### config.mk
export PLATFORM = sky130hd
export DESIGN_NAME = row_by_vector_scheduler
export DESIGN_NICKNAME = d
export VERILOG_FILES = /design/src/rtl/rbv_sched_pkg.sv /design/src/rtl/rbv_tag_delay_line.sv /design/src/rtl/row_by_vector_scheduler.sv
export SDC_FILE = /design/constraint.sdc
export NUM_CORES = 1
export LEC_CHECK = 0
export CAP_MARGIN = 20
export CORE_MARGIN = 2
export CORE_UTILIZATION = 42
export CTS_CLUSTER_DIAMETER = 40
export DETAILED_ROUTE_END_ITERATION = 8
export SYNTH_ARGS = -nofsm -noshare
export SYNTH_HDL_FRONTEND = slang
export SYNTH_HIERARCHICAL = 1
export SYNTH_SLANG_ARGS = --single-unit
### constraint.sdc
create_clock -name clk -period 2.3 [get_ports clk]
set_input_delay 0.46 -clock clk [delete_from_list [all_inputs] [get_ports clk]]
set_output_delay 0.46 -clock clk [all_outputs]
set_load 0.03 [all_outputs]
### src/rtl/rbv_sched_pkg.sv
// rbv_sched_pkg: shared types for the row_by_vector scheduler.
// FSM state encoding, tag field bit offsets, default datapath latency.
package rbv_sched_pkg;

  typedef enum logic [2:0] {
    S_IDLE,
    S_ISSUE,
    S_DRAIN,
    S_DONE,
    S_ZERO
  } state_t;

  localparam int DEF_LATENCY = 7;

  // Tag layout: {row, last, valid}
  localparam int TAG_VALID = 0;
  localparam int TAG_LAST  = 1;
  localparam int TAG_ROW   = 2;

endpackage

### src/rtl/rbv_tag_delay_line.sv
// rbv_tag_delay_line: DEPTH-deep tag shift register, sync clear.
// Ports: clk, reset, din[WIDTH], dout[WIDTH], any_valid (OR of VALID_BIT).
module rbv_tag_delay_line #(
  parameter int WIDTH     = 12,
  parameter int DEPTH     = 7,
  parameter int VALID_BIT = 0
) (
  input  logic             clk,
  input  logic             reset,
  input  logic [WIDTH-1:0] din,
  output logic [WIDTH-1:0] dout,
  output logic             any_valid
);

  logic [WIDTH-1:0] pipe [DEPTH];

  always_ff @(posedge clk) begin
    if (reset) begin
      for (int i = 0; i < DEPTH; i++)
        pipe[i] <= '0;
    end else begin
      pipe[0] <= din;
      for (int i = 1; i < DEPTH; i++)
        pipe[i] <= pipe[i-1];
    end
  end

  always_comb begin
    any_valid = 1'b0;
    for (int i = 0; i < DEPTH; i++)
      any_valid = any_valid | pipe[i][VALID_BIT];
  end

  assign dout = pipe[DEPTH-1];

endmodule

### src/rtl/row_by_vector_scheduler.sv
// row_by_vector_scheduler: walks rows x chunks, issues operand reads and
// datapath starts, and tags each result with its row and last-chunk flag.
// Ports: clk, reset, start, num_rows, num_multiples, mem_ready ->
//   mem_rd_en, mem_addr, dp_start, res_valid, res_row, res_last, busy,
//   done, stall_cnt (only with RBV_SCHED_STALL_CNT_EN defined).
module row_by_vector_scheduler
  import rbv_sched_pkg::*;
#(
  parameter int ROW_W   = 10,
  parameter int MULT_W  = 6,
  parameter int ADDR_W  = 16,
  parameter int LATENCY = DEF_LATENCY
) (
  input  logic              clk,
  input  logic              reset,
  input  logic              start,
  input  logic [ROW_W-1:0]  num_rows,
  input  logic [MULT_W-1:0] num_multiples,
  input  logic              mem_ready,
  output logic              mem_rd_en,
  output logic [ADDR_W-1:0] mem_addr,
  output logic              dp_start,
  output logic              res_valid,
  output logic [ROW_W-1:0]  res_row,
  output logic              res_last,
  output logic              busy,
  output logic              done
`ifdef RBV_SCHED_STALL_CNT_EN
  ,
  output logic [31:0]       stall_cnt
`endif
);

  localparam int TW = ROW_W + TAG_ROW;

  state_t            state, state_nx;
  logic [ROW_W-1:0]  rows_q, row;
  logic [MULT_W-1:0] mults_q, chunk;
  logic [ADDR_W-1:0] addr;
  logic              issue, go;
  logic              chunk_end, row_end;
  logic              pipe_busy;
  logic [TW-1:0]     tag_in, tag_out;

  assign chunk_end = (chunk == mults_q - MULT_W'(1));
  assign row_end   = (row == rows_q - ROW_W'(1));
  assign go        = (state == S_IDLE) && start;

  always_comb begin
    state_nx = state;
    issue    = 1'b0;
    busy     = 1'b0;
    done     = 1'b0;
    unique case (state)
      S_IDLE: begin
        if (start) begin
          if (num_rows != '0 && num_multiples != '0)
            state_nx = S_ISSUE;
          else
            state_nx = S_ZERO;
        end
      end
      S_ISSUE: begin
        busy  = 1'b1;
        issue = mem_ready;
        if (mem_ready && chunk_end && row_end)
          state_nx = S_DRAIN;
      end
      S_DRAIN: begin
        busy = 1'b1;
        if (!pipe_busy)
          state_nx = S_DONE;
      end
      S_DONE, S_ZERO: begin
        done     = 1'b1;
        state_nx = S_IDLE;
      end
      default: state_nx = S_IDLE;
    endcase
  end

  always_ff @(posedge clk) begin
    if (reset) begin
      state   <= S_IDLE;
      rows_q  <= '0;
      mults_q <= '0;
      row     <= '0;
      chunk   <= '0;
      addr    <= '0;
    end else begin
      state <= state_nx;
      if (go) begin
        rows_q  <= num_rows;
        mults_q <= num_multiples;
        row     <= '0;
        chunk   <= '0;
        addr    <= '0;
      end else if (issue) begin
        // running address avoids a row*num_multiples multiplier
        addr <= addr + ADDR_W'(1);
        if (chunk_end) begin
          chunk <= '0;
          row   <= row + ROW_W'(1);
        end else begin
          chunk <= chunk + MULT_W'(1);
        end
      end
    end
  end

  assign tag_in = issue ? {row, chunk_end, 1'b1} : '0;

  rbv_tag_delay_line #(
    .WIDTH     (TW),
    .DEPTH     (LATENCY),
    .VALID_BIT (TAG_VALID)
  ) u_tags (
    .clk       (clk),
    .reset     (reset),
    .din       (tag_in),
    .dout      (tag_out),
    .any_valid (pipe_busy)
  );

  assign mem_rd_en = issue;
  assign dp_start  = issue;
  assign mem_addr  = addr;
  assign res_valid = tag_out[TAG_VALID];
  assign res_last  = tag_out[TAG_LAST];
  assign res_row   = tag_out[TAG_ROW +: ROW_W];

`ifdef RBV_SCHED_STALL_CNT_EN
  always_ff @(posedge clk) begin
    if (reset || go)
      stall_cnt <= '0;
    else if (state == S_ISSUE && !mem_ready && stall_cnt != '1)
      stall_cnt <= stall_cnt + 32'd1;
  end
`endif

endmodule

==> results of run 1 <==
-- critical path, delay by kind of cell (launching register included) --
kind                     cells  cell delay (ns)
AO/OA/AOI/OAI                2             0.42
flip-flops                   1             0.32
buffers and inverters        1             0.04
adder cells (fa/ha/maj)      1             0.20
AND/OR/NAND/NOR              4             1.16
-- registers in the layout, summed over array words and instances (netlist names) --
register,count
rows_q,10
row,10
mem_addr,16
mults_q,6
state,3
u_tags/pipe,84
chunk,6
-- cells by family after synthesis --
kind of cell | after synthesis | share of synthesized area (%)
compound gates | 58 | 6.76
xor+xnor | 36 | 6.21
fa+ha+maj | 5 | 1.23
buf+inv | 34 | 4.17
flops | 135 | 53.3
mux | 4 | 0.789
simple gates | 250 | 27.6
-- how the worst max path moves through the flow --
stage | startpoint | endpoint | slack (ns) | depth (start not counted)
3_5_place_dp | mem_ready | mem_addr[9] | -0.13 | 7
2_1_floorplan | mults_q[0] | row[8] | 0.08 | 8
3_3_place_gp | mem_ready | mem_addr[7] | -0.08 | 7
4_1_cts | state[0] | dp_start | 0.009 | 4
5_1_grt | mults_q[0] | row[8] | -0.0002 | 8
6_report | mults_q[0] | row[6] | 0.09 | 8
-- synthesized netlist by cell type, types with 2 or more instances --
cell type	number
a21oi_1	29
nor3_1	7
nand4_1	11
buf_6	9
dfxtp_1	135
or3_2	2
ha_1	5
and2_2	2
o21ai_0	15
nor2_1	32
nor2b_1	87
nand3b_1	3
xor2_1	19
or2_2	2
buf_4	2
nand2_1	52
and2_1	13
a221oi_1	2
o31ai_1	2
mux2i_1	4
and3_1	3
buf_2	2
nor3b_1	2
xnor2_1	17
nand2b_1	2
a31oi_1	4
nor4_1	6
clkbuf_1	12
inv_1	8
or4_1	3
or3_1	7
nand3_1	9
-- timing repair --
action | in CTS | in global routing
gates cloned | 1 | 0
setup endpoints to repair | 4 | 8
setup buffers | 0 | 4
hold buffers | 0 | 0
hold endpoints to repair | 0 | 0
gates resized for setup | 2 | 7
pin swaps | 1 | 4
-- layer usage --
| layer | vias to the layer above | part of all wire (%) | track usage (%) |
|---|---|---|---|
| li1 | 1874 | - | - |
| met1 | 1690 | 47 | 17.3 |
| met2 | 60 | 48 | 23.4 |
| met3 | 9 | 3.6 | 5.26 |
| met4 | 0 | 1.1 | 7.15 |
| met5 | - | 0 | 0 |
-- power breakdown --
part	internal (mW)	switching, mW
clock	1.64	0.999
combinational	0.169	0.191
sequential	2.37	0.0311
total	4.17	1.22
-- cell type report --
cell class	instances	area share [%]
clock inverter	12	2.25
timing repair buffer	78	11.1
tap	147	2.87
clock buffer	19	6.92
sequential	135	42.2
multi-input combinational	353	34.2
inverter	8	0.469
==> run summary, run 1 <==
status: complete, no violations
pin count of the biggest net entering global routing: 56
Routed WL per cell: 11.7 µm
Worst Reg-to-Reg Cells: 8
Area Growth Syn to Fin: 26.2%
Hold Path Class: in -> reg
Max clock buf depth: 2
detailed-placement wirelength estimate: 6.02 mm
Clock Skew: 0.00789 ns
Die H: 114 µm
synth top area cells: dfxtp_1 (53%), nor2b_1 (11%), nand2_1 (3.8%)
CP cell instances: inv_1, ha_1, nor2b_1, or3_4, a31oi_4, nand3_4, or4_1, a21oi_1
Pwr Density: 842 mW/mm²
worst setup margin: 0.0946 ns
Post-Route WL: 8.79 mm
syn nets: 547
Cells after DPL: 716
Final Hold Viols: 0
Clk Latency, worst-skew pair: 0.41 ns
Hold Path Stages: 2
Rel. slew slack: 60.4%
CP Max Fanout: 6
CP max-delay cell: or4_1
Pins Over Slew Limit: 0
mean post-synth cell area: 9.72 µm²
Synth cell types: 46
share of layout cells above drive strength 1: 12.9%
worst slew pin tran: 0.592 ns
fin crit share: 95.9%
vias in the first global route: 3353
Tmin final: 2.21 ns
first-pass GRT wire length: 14.9 mm
Reg area: 0.00271 mm²
Synth Flop Type: dfxtp_1
commonest non-fill, non-tap cell in the layout: dfxtp_1
number of max-cap violations: 0
setup slack at placement: -0.130 ns
FF-to-FF End: row[6]
vias: 3633
DRT iter0 DRCs: 251
Placed Area: 0.00576 mm²
CTS root buffer: clkbuf_16
total chip power: 5.39 mW
Die ar.: 0.0130 mm²
CTS tree: done
number of antenna violations at the first check in global routing: 0
non-filler cells, final: 752
Fillers: 1058
crit path launch type: flip-flop
required time worst endpoint: 2.63 ns
yosys warns: 6
cell area after layout: 0.00640 mm²
core area: 0.0119 mm²
Clock H-tree levels: 4
EDFF count, synth: 0
sequential area share after synthesis: 53.3%
reg2reg start: mults_q[0]
footprint of the multi-input gates: 0.00219 mm²
Total Routing Usage GR: 14.6%
num ports: 52
mapped cell area: 0.00507 mm²
Routed Antenna Nets: 0
final setup fails: 0
largest area contributor in the netlist: dfxtp_1
antenna cell count: 0
fmax: 453 MHz
clk slew on worst S/H paths: 0.06 ns
HP Start: reset
share of the synthesized area in the top cell type: 53.3%
Die Width: 114 µm
GRT overflow: 0
Setup CP Type: reg -> reg
Async SR Flop Fraction: 0%
Hold Crit Endpoint: u_tags/pipe[1][6]
worst hold margin: 0.422 ns
Yosys reg bits: 135
Post-Syn Instances: 522
initial core utilization: 42.6%
VDD IR-drop max: 0.000464 V
row cnt: 40
Worst R2R Setup Slack: 0.09 ns
DRC: 0
WP data arrival: 2.54 ns
final setup TNS: 0 ns
CP peak stage delay: 0.51 ns
vias per inst: 4.83
Layout Nets: 618
commonest cells after routing, fill and taps aside: dfxtp_1 (133), nor2b_1 (87), nand2_1 (52)
detailed-router iteration count before antenna repair: 4
number of I/O port buffers: 51
CTS sink cnt: 135
CP Capture Type: flip-flop
Pleak: 2.46 nW
cts bufs inserted: 17
RePlAce Congestion: 0.912
Core Util, Final: 53.8%
Note: power is estimated with default switching activity, not from simulation.
==> run 2: changes to the inputs <==
CORE_MARGIN = 3   (was 2)
==> run 2 against run 1 <==
Against the previous run:
- sequential share of layout area is 0.32 points higher
- first-iteration DRC count is 21% lower
- clock power is 2% lower
- final cell count is 1.1% lower
- combinational power is 1% lower
- power is 1.2% lower
- sequential power hardly changed
==> run summary, run 2 (synthesis gave the netlist of run 1 again) <==
vias in the first global route: 3474
number of I/O port buffers: 51
share of layout cells above drive strength 1: 12.3%
Crit path top cell by count: buf_4
num ports: 52
Routed WL per cell: 12.3 µm
Pins Over Slew Limit: 0
Reg with most FFs: u_tags/pipe
hold bufs inserted after CTS: 0
Total Routing Usage GR: 15.0%
Fillers: 1036
number of max-cap violations: 0
total chip power: 5.33 mW
Placed Area: 0.00574 mm²
Final Hold Viols: 0
CP peak stage delay: 0.48 ns
row cnt: 39
Clock Skew: 0.00802 ns
initial core utilization: 43.7%
worst hold margin: 0.427 ns
Die H: 116 µm
Clock H-tree levels: 4
DRT iter0 DRCs: 198
Core Util, Final: 54.7%
CP max-delay cell: clkdlybuf4s50_1
worst slew pin tran: 0.628 ns
Clk Latency, worst-skew pair: 0.41 ns
WP data arrival: 1.77 ns
DRC: 0
cell area after layout: 0.00636 mm²
Post-Route WL: 9.18 mm
CP Capture Type: output pin
CP Max Fanout: 14
CTS root buffer: clkbuf_16
detailed-placement wirelength estimate: 6.20 mm
Routed Antenna Nets: 0
Layout Nets: 613
CP cell instances: clkdlybuf4s50_1, nor4bb_4, buf_4, buf_4
core area: 0.0116 mm²
pin count of the biggest net entering global routing: 71
vias per inst: 4.90
antenna cell count: 0
status: complete, no violations
required time worst endpoint: 1.84 ns
clk slew on worst S/H paths: 0.06 ns
Max clock buf depth: 2
crit path launch type: primary input
commonest cells after routing, fill and taps aside: dfxtp_1 (133), nor2b_1 (87), nand2_1 (52)
Largest register FFs: 84
fin crit share: 97.0%
Setup CP Type: in -> out
final setup fails: 0
fmax: 448 MHz
Pwr Density: 838 mW/mm²
Rel. slew slack: 58.0%
Hold Path Class: in -> reg
GRT overflow: 0
Die Width: 116 µm
CTS sink cnt: 135
commonest non-fill, non-tap cell in the layout: dfxtp_1
detailed-router iteration count before antenna repair: 4
RePlAce Congestion: 0.831
Area Growth Syn to Fin: 25.3%
Pleak: 2.43 nW
Tmin final: 2.23 ns
CTS tree: done
vias: 3643
cts bufs inserted: 17
number of antenna violations at the first check in global routing: 0
Die ar.: 0.0134 mm²
VDD IR-drop max: 0.000578 V
first-pass GRT wire length: 15.9 mm
[run 2: where the power goes]
part	total, mW	internal (mW)	switching (mW)	leakage, nW
Clock	2.58	1.56	1.02	0.279
Sequential	2.40	2.36	0.0301	1.09
Combinational	0.355	0.164	0.191	1.06
[run 2: repair_timing]
item / CTS / global route
setup buffers: 0 / 3
gates resized for setup: 2 / 5
setup endpoints to repair: 2 / 13
pin swaps: 0 / 6
[run 2: metrics by stage]
step	TNS (ns)	instances	worst slack (ns)
5_1_grt	-0.0402	744	-0.0203
6_report	0	744	0.0690
3_3_place_gp	-0.419	709	-0.0823
3_5_place_dp	-0.791	709	-0.115
4_1_cts	0	741	0.0303
2_1_floorplan	0	522	0.0774
[run 2: final timing paths]
check / from / to / slack (ns) / cells after the start
min reg2reg: u_tags/pipe[1][4] / u_tags/pipe[2][4] / 0.43 / 1
min: reset / u_tags/pipe[0][5] / 0.43 / 2
max: mem_ready / mem_rd_en / 0.07 / 4
max reg2reg: mults_q[0] / row[8] / 0.08 / 8
[run 2: routing by layer]
metal | wire [µm] | vias to the layer above | GRT usage (%) | part of all wire (%)
met5 | 0 | - | 0 | 0
met4 | 229 | 0 | 7.19 | 2.5
met3 | 398 | 18 | 5.43 | 4.3
met2 | 4280 | 76 | 23.4 | 47
met1 | 4270 | 1697 | 18.4 | 47
li1 | - | 1852 | - | -
[run 2: area by class of cell]
cell class / count / area, µm² / area share, %
Timing Repair Buffer: 73 / 679 / 10.7
Multi-Input combinational cell: 353 / 2190 / 34.4
Clock buffer: 20 / 457 / 7.19
Sequential cell: 135 / 2710 / 42.6
Clock inverter: 12 / 119 / 1.87
Inverter: 8 / 30.0 / 0.472
Tap cell: 143 / 179 / 2.81
[run 2: critical path, delay by kind of cell]
| family | cells | cell delay, ns |
|---|---|---|
| buffers and inverters | 3 | 0.96 |
| and+or+nand+nor | 1 | 0.34 |
==> run 3: changes to the inputs <==
SYNTH_HIERARCHICAL = not set   (was 1)
==> run 3 against run 2 <==
Against the previous run:
- largest power group unchanged
- count of clock-buffer cells in the layout did not move
- worst setup slack got worse by 0.020 ns
- critical path depth rose by 5
- via count fell by 0.11%
- fmax fell by 0.90%
- area after synthesis fell by 1.8%
- routed wire length rose by 6.6%
- flip-flop and latch count did not move
- worst hold slack improved by 0.0030 ns
- register-to-register slack got worse by 0.03 ns
- critical endpoint is now row[7]
==> run summary, run 3 <==
worst path bufs/invs: 3
DRT iter0 DRCs: 220
Total Routing Usage GR: 15.5%
Reg with most FFs: u_tags.pipe
detailed-router iteration count before antenna repair: 4
CTS root buffer: clkbuf_16
clk slew on worst S/H paths: 0.06 ns
Post-Route WL: 9.78 mm
status: complete, no violations
Synth Flop Type: dfxtp_1
Clock Skew: 0.00563 ns
CTS tree: done
CP max-delay cell: or4_1
Die ar.: 0.0132 mm²
number of I/O port buffers: 51
CP Max Fanout: 6
Setup crit start: mults_q[1]
met3 GRT Util: 6.37%
Synth top cells by count: dfxtp_1 (135), nor2b_1 (76), nand2_1 (62)
vias per inst: 4.86
Tmin final: 2.25 ns
pin count of the biggest net entering global routing: 58
number of max-cap violations: 0
Die Width: 115 µm
worst slew pin tran: 0.536 ns
crit path launch type: flip-flop
sequential area share after synthesis: 54.3%
Largest register FFs: 84
WP data arrival: 2.61 ns
RePlAce Congestion: 0.841
Rel. slew slack: 64.2%
yosys warns: 0
final setup TNS: 0 ns
CP Capture Type: flip-flop
vias in the first global route: 3495
VDD IR-drop max: 0.000522 V
Layout Nets: 619
mapped cell area: 0.00498 mm²
commonest non-fill, non-tap cell in the layout: dfxtp_1
Clock H-tree levels: 4
Final Hold Viols: 0
number of antenna violations at the first check in global routing: 0
grt met1 use: 20.0%
row cnt: 39
most frequent cell after synthesis: dfxtp_1
mean post-synth cell area: 9.49 µm²
Pleak: 2.44 nW
CTS sink cnt: 135
GRT overflow: 0
EDFF count, synth: 0
Area Growth Syn to Fin: 29.3%
share of the synthesized area in the top cell type: 54.3%
fin crit share: 97.9%
Max clock buf depth: 2
Hold Path Class: reg -> reg
RSZ-0062 raised after global routing: yes
Routed Antenna Nets: 0
antenna cell count: 0
required time worst endpoint: 2.66 ns
Worst path top cell family by delay: simple AND/OR/NAND/NOR gates
M2 GR Usage: 23.3%
GRT busiest layer: met2
Pins Over Slew Limit: 0
vias: 3639
Yosys reg bits: 135
num ports: 52
CP peak stage delay: 0.46 ns
Routed WL per cell: 13.1 µm
Pwr Density: 901 mW/mm²
reg2reg start: mults_q[1]
synth top area cells: dfxtp_1 (54%), nor2b_1 (9.5%), nand2_1 (4.7%)
Cells after DPL: 715
detailed-placement wirelength estimate: 6.72 mm
CP cell instances: buf_4, nor3_1, nand2_1, xnor2_1, nand4_1, buf_6, buf_4, or4_1, nand2_1
Clk Latency, worst-skew pair: 0.41 ns
Die H: 115 µm
Async SR Flop Fraction: 0%
first-pass GRT wire length: 16.1 mm
final setup fails: 0
syn nets: 550
HP Start: u_tags.pipe[0][57]
hold bufs inserted after CTS: 0
core area: 0.0115 mm²
Synth cell types: 47
non-filler cells, final: 749
commonest cells after routing, fill and taps aside: dfxtp_1 (134), nor2b_1 (76), nand2_1 (62)
Setup CP Type: reg -> reg
cts bufs inserted: 17
share of layout cells above drive strength 1: 13.2%
largest area contributor in the netlist: dfxtp_1
Post-Syn Instances: 525
DRC: 0
initial core utilization: 43.3%
fmax: 444 MHz
total chip power: 5.80 mW
## run 3: timing repair
action | in CTS | in global routing
buffers inserted | 0 | 2
endpoints found under the setup margin | 4 | 6
gates cloned | 0 | 1
pin swaps | 0 | 5
gates resized for setup | 5 | 9
## run 3: final cells by class
type / instances / area (µm²)
multi-input cells: 346 / 2100
clock buffers: 20 / 447
flip-flops and latches: 135 / 2700
fillers: 1012 / 5080
clock inverters: 11 / 220
repair buffers: 85 / 754
well taps: 143 / 179
inverters: 9 / 33.8
## run 3: power by group
part,internal (mW),switching (mW)
clock,2.06,0.966
combinational,0.169,0.203
sequential,2.37,0.0326
## run 3: final timing paths
| kind | endpoint | slack (ns) | depth (start not counted) |
|---|---|---|---|
| worst min-delay path | u_tags.pipe[0][69] | 0.43 | 1 |
| worst max register to register | row[7] | 0.05 | 9 |
| worst max-delay path | row[7] | 0.05 | 9 |
| worst min register to register | u_tags.pipe[0][69] | 0.43 | 1 |
## run 3: metrics by stage
stage | util (%) | worst slack [ns] | instance area [µm²] | hold WS [ns]
2_1_floorplan | - | 0.0973 | 4980 | 0.414
3_3_place_gp | 49.6 | -0.0251 | 5710 | 0.418
3_5_place_dp | 49.6 | -0.0482 | 5710 | 0.420
4_1_cts | 55.4 | 0.0181 | 6380 | 0.423
5_1_grt | 55.9 | -0.0315 | 6440 | 0.445
6_report | 55.9 | 0.0488 | 6440 | 0.430
## run 3: cell families after synthesis
family,count (synthesis),share of synthesized area [%]
flip-flops,135,54.3
XOR/XNOR,36,6.33
adder cells (fa/ha/maj),5,1.26
AND/OR/NAND/NOR,244,26.6
AO/OA/AOI/OAI,60,6.96
buffers and inverters,44,4.42
multiplexers,1,0.201
## run 3: layer usage
layer | up-vias | routed length [µm] | share of wire [%]
met5 | - | 0 | 0
met4 | 0 | 129 | 1.3
met3 | 17 | 488 | 5.0
met2 | 79 | 4470 | 46
met1 | 1678 | 4700 | 48
li1 | 1865 | - | -
